## config.mk

```make
export PLATFORM = sky130hd
export DESIGN_NAME = rfphoenix_mem_req_queue
export DESIGN_NICKNAME = d
export VERILOG_FILES = /design/src/rtl/rfphoenix_mem_req_queue_pkg.sv /design/src/rtl/rfphoenix_mem_req_queue.sv
export SDC_FILE = /design/constraint.sdc
export NUM_CORES = 2
export LEC_CHECK = 0
export BUFFER_PORTS_ARGS = -buffer_cell sky130_fd_sc_hd__buf_4
export CAP_MARGIN = 20
export CORE_ASPECT_RATIO = 0.8
export CORE_MARGIN = 2
export CORE_UTILIZATION = 45
export DETAILED_ROUTE_END_ITERATION = 10
export SYNTH_ARGS = -nofsm -noshare
export SYNTH_HDL_FRONTEND = slang
export SYNTH_SLANG_ARGS = --single-unit
```

## constraint.sdc

```tcl
create_clock -name clk -period 36.2 [get_ports clk]
set_clock_uncertainty 0.1 [all_clocks]
set_input_delay 7.24 -clock clk [delete_from_list [all_inputs] [get_ports clk]]
set_output_delay 7.24 -clock clk [all_outputs]
set_load 0.01 [all_outputs]
```

## src/rtl/rfphoenix_mem_req_queue_pkg.sv

```systemverilog
// -----------------------------------------------------------------------------
// rfphoenix_mem_req_queue_pkg
//   Shared types and sizing constants for the memory request queue.
//   MemoryArg_t : one request from the memory-issue stage to the memory unit.
//   NTHREADS    : number of hardware threads (rollback / bitmap width).
//   MEMQ_DEP    : default request queue depth used at the top level.
// -----------------------------------------------------------------------------
package rfphoenix_mem_req_queue_pkg;

   localparam int unsigned NTHREADS = 4;
   localparam int unsigned THREAD_W = 2;
   localparam int unsigned NTARGETS = 128;
   localparam int unsigned MEMQ_DEP = 16;

   typedef enum logic [1:0] {
      MemLoad  = 2'd0,
      MemStore = 2'd1,
      MemAmo   = 2'd2,
      MemFence = 2'd3
   } mem_op_e;

   typedef struct packed {
      logic [THREAD_W-1:0] thread;
      logic [6:0]          tgt;
      mem_op_e             op;
      logic [31:0]         addr;
      logic [31:0]         data;
   } MemoryArg_t;

   // True when the flush vector hits the given thread.
   function automatic logic thread_flushed(input logic [NTHREADS-1:0] rb,
                                           input logic [THREAD_W-1:0] thr);
      return rb[thr];
   endfunction

endpackage

```

## src/rtl/rfphoenix_mem_req_queue.sv

```systemverilog
// -----------------------------------------------------------------------------
// rfphoenix_mem_req_queue
//   In-order request queue between the memory-issue stage and the memory unit.
//   Requests are stored in a circular buffer and presented one at a time from
//   a registered output stage using a valid/ack handshake. A per-thread
//   rollback strobe invalidates that thread's queued requests in place; stale
//   slots are skipped when they reach the head.
//
// Ports
//   clk, rst          clock, asynchronous active-high reset
//   wr, di            push request (dropped when full)
//   full, empty, cnt  storage status (cnt excludes the output register)
//   req_v, req_o      registered head request toward the memory unit
//   req_ack           memory unit accepts req_o this cycle
//   rollback          per-thread flush strobe
//   pending_bitmaps   [thread][tgt] set while a request is queued or unsent
// -----------------------------------------------------------------------------
module rfphoenix_mem_req_queue
   import rfphoenix_mem_req_queue_pkg::*;
#(
   parameter int unsigned DEP = MEMQ_DEP
) (
   input  logic                                clk,
   input  logic                                rst,
   input  logic                                wr,
   input  MemoryArg_t                          di,
   output logic                                full,
   output logic                                empty,
   output logic [$clog2(DEP):0]                cnt,
   output logic                                req_v,
   output MemoryArg_t                          req_o,
   input  logic                                req_ack,
   input  logic [NTHREADS-1:0]                 rollback,
   output logic [NTHREADS-1:0][NTARGETS-1:0]   pending_bitmaps
);

   localparam int unsigned AW = $clog2(DEP);
   localparam int unsigned CW = AW + 1;

   logic [AW-1:0]                        wptr_q, wptr_d;
   logic [AW-1:0]                        rptr_q, rptr_d;
   logic [CW-1:0]                        count_q, count_d;
   logic [DEP-1:0]                       vld_q, vld_d;
   logic                                 req_v_q, req_v_d;
   MemoryArg_t                           req_o_q, req_o_d;
   logic [NTHREADS-1:0][NTARGETS-1:0]    bm_q, bm_d;

   // Payload storage is not reset; vld_q alone decides whether a slot is live.
   MemoryArg_t                           mem_q [DEP];

   logic       push;
   logic       xfer;
   logic       load;
   logic       push_ok;
   logic       head_ok;
   MemoryArg_t head;

   // Status decodes straight from flops.
   assign full            = (count_q == CW'(DEP));
   assign empty           = (count_q == '0) && !req_v_q;
   assign cnt             = count_q;
   assign req_v           = req_v_q;
   assign req_o           = req_o_q;
   assign pending_bitmaps = bm_q;

   assign head    = mem_q[rptr_q];
   assign push    = wr && !full;
   assign xfer    = req_v_q && req_ack;
   // Output register is free when empty or being accepted this cycle.
   assign load    = (!req_v_q || req_ack) && (count_q != '0);
   assign push_ok = !thread_flushed(rollback, di.thread);
   assign head_ok = vld_q[rptr_q] && !thread_flushed(rollback, head.thread);

   // Pointers and occupancy.
   always_comb begin
      wptr_d  = wptr_q;
      rptr_d  = rptr_q;
      count_d = count_q;
      if (push) begin
         wptr_d = wptr_q + AW'(1);
      end
      if (load) begin
         rptr_d = rptr_q + AW'(1);
      end
      if (push && !load) begin
         count_d = count_q + CW'(1);
      end else if (load && !push) begin
         count_d = count_q - CW'(1);
      end
   end

   // Slot valid bits. Push and load never address the same slot: a push needs
   // count<DEP and a load needs count>0, so wptr==rptr cannot hold for both.
   always_comb begin
      vld_d = vld_q;
      for (int i = 0; i < int'(DEP); i++) begin
         if (thread_flushed(rollback, mem_q[i].thread)) begin
            vld_d[i] = 1'b0;
         end
      end
      if (load) begin
         vld_d[rptr_q] = 1'b0;
      end
      if (push) begin
         vld_d[wptr_q] = push_ok;
      end
   end

   // Output register. A completing transfer is never undone by rollback; the
   // load branch covers transfer-with-refill, the xfer branch transfer-to-idle.
   always_comb begin
      req_v_d = req_v_q;
      req_o_d = req_o_q;
      if (load) begin
         req_v_d = head_ok;
         if (vld_q[rptr_q]) begin
            req_o_d = head;
         end
      end else if (xfer) begin
         req_v_d = 1'b0;
      end else if (req_v_q && thread_flushed(rollback, req_o_q.thread)) begin
         req_v_d = 1'b0;
      end
   end

   // Pending bitmaps: clear on transfer, set on push (set wins), rollback last.
   always_comb begin
      bm_d = bm_q;
      if (xfer) begin
         bm_d[req_o_q.thread][req_o_q.tgt] = 1'b0;
      end
      if (push && push_ok) begin
         bm_d[di.thread][di.tgt] = 1'b1;
      end
      for (int t = 0; t < int'(NTHREADS); t++) begin
         if (rollback[t]) begin
            bm_d[t] = '0;
         end
      end
   end

   always_ff @(posedge clk or posedge rst) begin
      if (rst) begin
         wptr_q  <= '0;
         rptr_q  <= '0;
         count_q <= '0;
         vld_q   <= '0;
         req_v_q <= 1'b0;
         req_o_q <= '0;
         bm_q    <= '0;
      end else begin
         wptr_q  <= wptr_d;
         rptr_q  <= rptr_d;
         count_q <= count_d;
         vld_q   <= vld_d;
         req_v_q <= req_v_d;
         req_o_q <= req_o_d;
         bm_q    <= bm_d;
      end
   end

   // Distributed-RAM style write port.
   always_ff @(posedge clk) begin
      if (push) begin
         mem_q[wptr_q] <= di;
      end
   end

endmodule
```

==> flow_summary.yaml <==
job:
  maxCapViolations: 0
power_and_ir_drop:
  p_int_uw: 4187
  switchingPower_uw: 1645
  switching_share_pct: 28.21
  p_comb_share_pct: 23.0
  power.leakage_uw: 0.03106
  ir_drop_mv: 0.07364
  power_frac_seq_pct: 43.2
  power_density_nw_per_um2: 68.00
  clkPwrFrac_pct: 33.7
timing:
  setup_violations: 0
  rsz0062_at_grt: "false"
  slew_headroom_pct: 21.21
  tightest_slew_ns: 1.182
  fmax_ghz: 0.1033
  hold_viol_final: 0
  finalSetupTns_ns: 0
  min_period_ns: 9.678
  drv_slew: 0
  period_share_pct: 26.74
routing:
  remaining_drc_errors: 0
  vias: 45512
  routed.top_layer: "met5"
  wl_mm: 232.8
  drt-pass1-iter-count: 5
  first_iter_violations: 5444
  ant_nets: 0
  dr_wl_met3_mm: 21.98
  wl_met2_mm: 103.4
  drt-met1-wl_mm: 93.94
  routedWlPerCell_um: 30.85
  via_per_inst: 6.032
placed_design:
  port_buffers: 677
  dp_hpwl_mm: 137.0
  routabilityCongestion: 0.9179
  dp.cells: 7201
yosys:
  ys_warn_count: 0
  synth_flop_cell: "edfxtp_1"
  synthesis.nets: 4699
  syn_area_per_cell_um2: 15.62
  syn_inst: 4603
  synth-seq-area-share_pct: 71.60
  synthesis.area_um2: 71890
  ys_ff_latch: 1817
  synth_edf_count: 1200
  async_flop_share_pct: 33.96
  ys_types: 44
clock_network:
  cts_tree: "done"
  clockBufferDepth: 3
  cts_sinks: 1817
  cts_buffers: 181
  holdBufCountCts: 0
  cts_htree_levels: 4
  clk-insertion-delay-late_ns: 0.81
  clkTransAtPathRegs_ns: 0.06
  cts-resized-gates: 0
  cts_setup_buffers: 0
  clock-root-buffer: "clkbuf_16"
die:
  dieArea_um2: 163000
  die_y_um: 361.5
  coreArea_um2: 159000
  placementRows: 131
  die_w_um: 450.9
  initial_core_util_pct: 45.22
  ioPinCount: 678
final_layout:
  layout.cells.non_filler: 7545
  layout-drive-gt1-share_pct: 28.81
  area_growth_pct: 19.28
  nNetsFinal: 5355
global_route:
  antenna_found_initial: 15
  grt_max_degree: 155
  grt_overflow: 0
  grt_pass1_wl_mm: 331.9
  grt_use_total_pct: 28.22
  first_global_vias: 44157
worst_setup_path:
  critPathMaxFanout: 6
  end_kind: "output pin"
  startpoint_type: "register"
  required_ns: 28.86
  reg2reg_slack_ns: 31.64
  criticalPathCategory: "register to output pin"
  cp.arrival_ns: 2.34
run_status:
  status: "finished, final reports clean"
hold_path:
  hp-class: "register to register"
## cells in the final DEF (no fill, tap or decap), types with 12 or more instances in the layout
cell and n:
clkbuf_1 45, bufinv_16 20, mux4_2 396, clkinv_2 16
mux2_2 75, o21ai_0 529, nor2_1 144, clkinv_1 22
dfrtp_1 613, nor2_4 12, clkbuf_8 34, nand2_1 669
a21oi_1 514, edfxtp_1 1200, ha_1 12, nor2b_1 17
mux2i_1 22, buf_4 769, clkbuf_16 185
## synth_stat cells (2+ instances only)
library cell / count / area (um2)
nor2b_1: 17 / 106.4
nand4_1: 4 / 25.02
nand3_1: 7 / 35.03
a21o_1: 3 / 22.52
nand3b_1: 3 / 22.52
or3b_2: 2 / 17.52
xor2_1: 2 / 17.52
buf_6: 5 / 56.30
nand2b_1: 8 / 50.05
and3b_1: 2 / 17.52
and3_1: 2 / 12.51
nor2_1: 157 / 589.3
o21ai_0: 529 / 2648
dfrtp_1: 617 / 15440
edfxtp_1: 1200 / 36030
nor4_1: 2 / 12.51
o311ai_0: 4 / 35.03
nor3b_1: 4 / 30.03
nand2_1: 670 / 2515
nor3_1: 12 / 60.06
or3_1: 2 / 12.51
buf_4: 2 / 15.01
inv_1: 12 / 45.04
a21oi_1: 514 / 2572
mux2_2: 75 / 844.6
ha_1: 12 / 150.1
buf_1: 6 / 22.52
mux4_2: 396 / 8919
mux2i_1: 22 / 220.2
clkbuf_1: 243 / 912.1
buf_2: 48 / 240.2
xnor2_1: 9 / 78.83
## flip-flops by register name (all words and copies together), names as in the netlist
signal and count:
vld_q 16, wptr_q 4, cnt 5, req_v 1, req_o 75, mem_q 1200
rptr_q 4, pending_bitmaps 512
## layer usage
metal / vias to the layer above / global-route usage, %
li1: 18778 / -
met1: 23795 / 39.27
met2: 2362 / 41.05
met3: 563 / 7.625
met4: 14 / 14.27
met5: - / 0
## critical path, cell delays in order (launching register included)
cell and delay, ns:
dfrtp_1 0.47, or4_1 0.52, nor3_1 0.33, buf_4 0.23
## final cells by class
type / instances / area [um2]
Antenna cell: 5 / 12.51
Clock buffer: 264 / 5266
Clock inverter: 72 / 1010
Fill cell: 12800 / 73240
Inverter: 12 / 52.55
Multi-Input combinational cell: 2470 / 19350
Sequential cell: 1817 / 51490
Tap cell: 2128 / 2663
Timing Repair Buffer: 777 / 5916
## cell families (layout without fill, tap and decap cells)
group	count (synthesis)	in the layout	synth area share, %
other cells	0	5	0
flops	1817	1817	71.60
compound gates	1053	1053	7.377
mux	494	494	13.90
simple gates	899	899	4.957
xor+xnor	11	11	0.1340
buf+inv	316	1125	1.796
fa+ha+maj	13	13	0.2367
## path summary, 6_finish.rpt
kind,start,end,cells after the start
max in group asynchronous,rst,pending_bitmaps[479],4
hold reg to reg,req_o[3],req_o[3],1
setup reg to reg,rptr_q[1],req_o[33],6
min in group asynchronous,rst,req_o[63],2
hold / removal,req_o[3],req_o[3],1
setup / recovery,cnt[0],empty,3
## through the flow
stage	utilization [%]	total power (uW)	hold WS (ns)	instance area [um2]	setup WS [ns]
final	53.94	5832	0.3966	85750	26.52
after global routing	53.94	6047	0.4103	85750	26.25
after CTS	53.89	5882	0.4008	85680	26.36
after detailed placement	49.94	3922	0.3881	79410	25.77
after global placement	49.94	3912	0.3871	79410	25.79
after floorplan	-	3438	0.4318	71890	11.58
## power groups by stage
| stage | registers (uW) | clock network [uW] | logic [uW] |
|---|---|---|---|
| floorplan | 2530 | 0 | 903 |
| global placement | 2560 | 0 | 1350 |
| detailed placement | 2560 | 0 | 1360 |
| CTS | 2520 | 2000 | 1360 |
| global route | 2540 | 2080 | 1430 |
| finish | 2520 | 1970 | 1340 |
No activity file was read; power rests on OpenSTA's default activity.
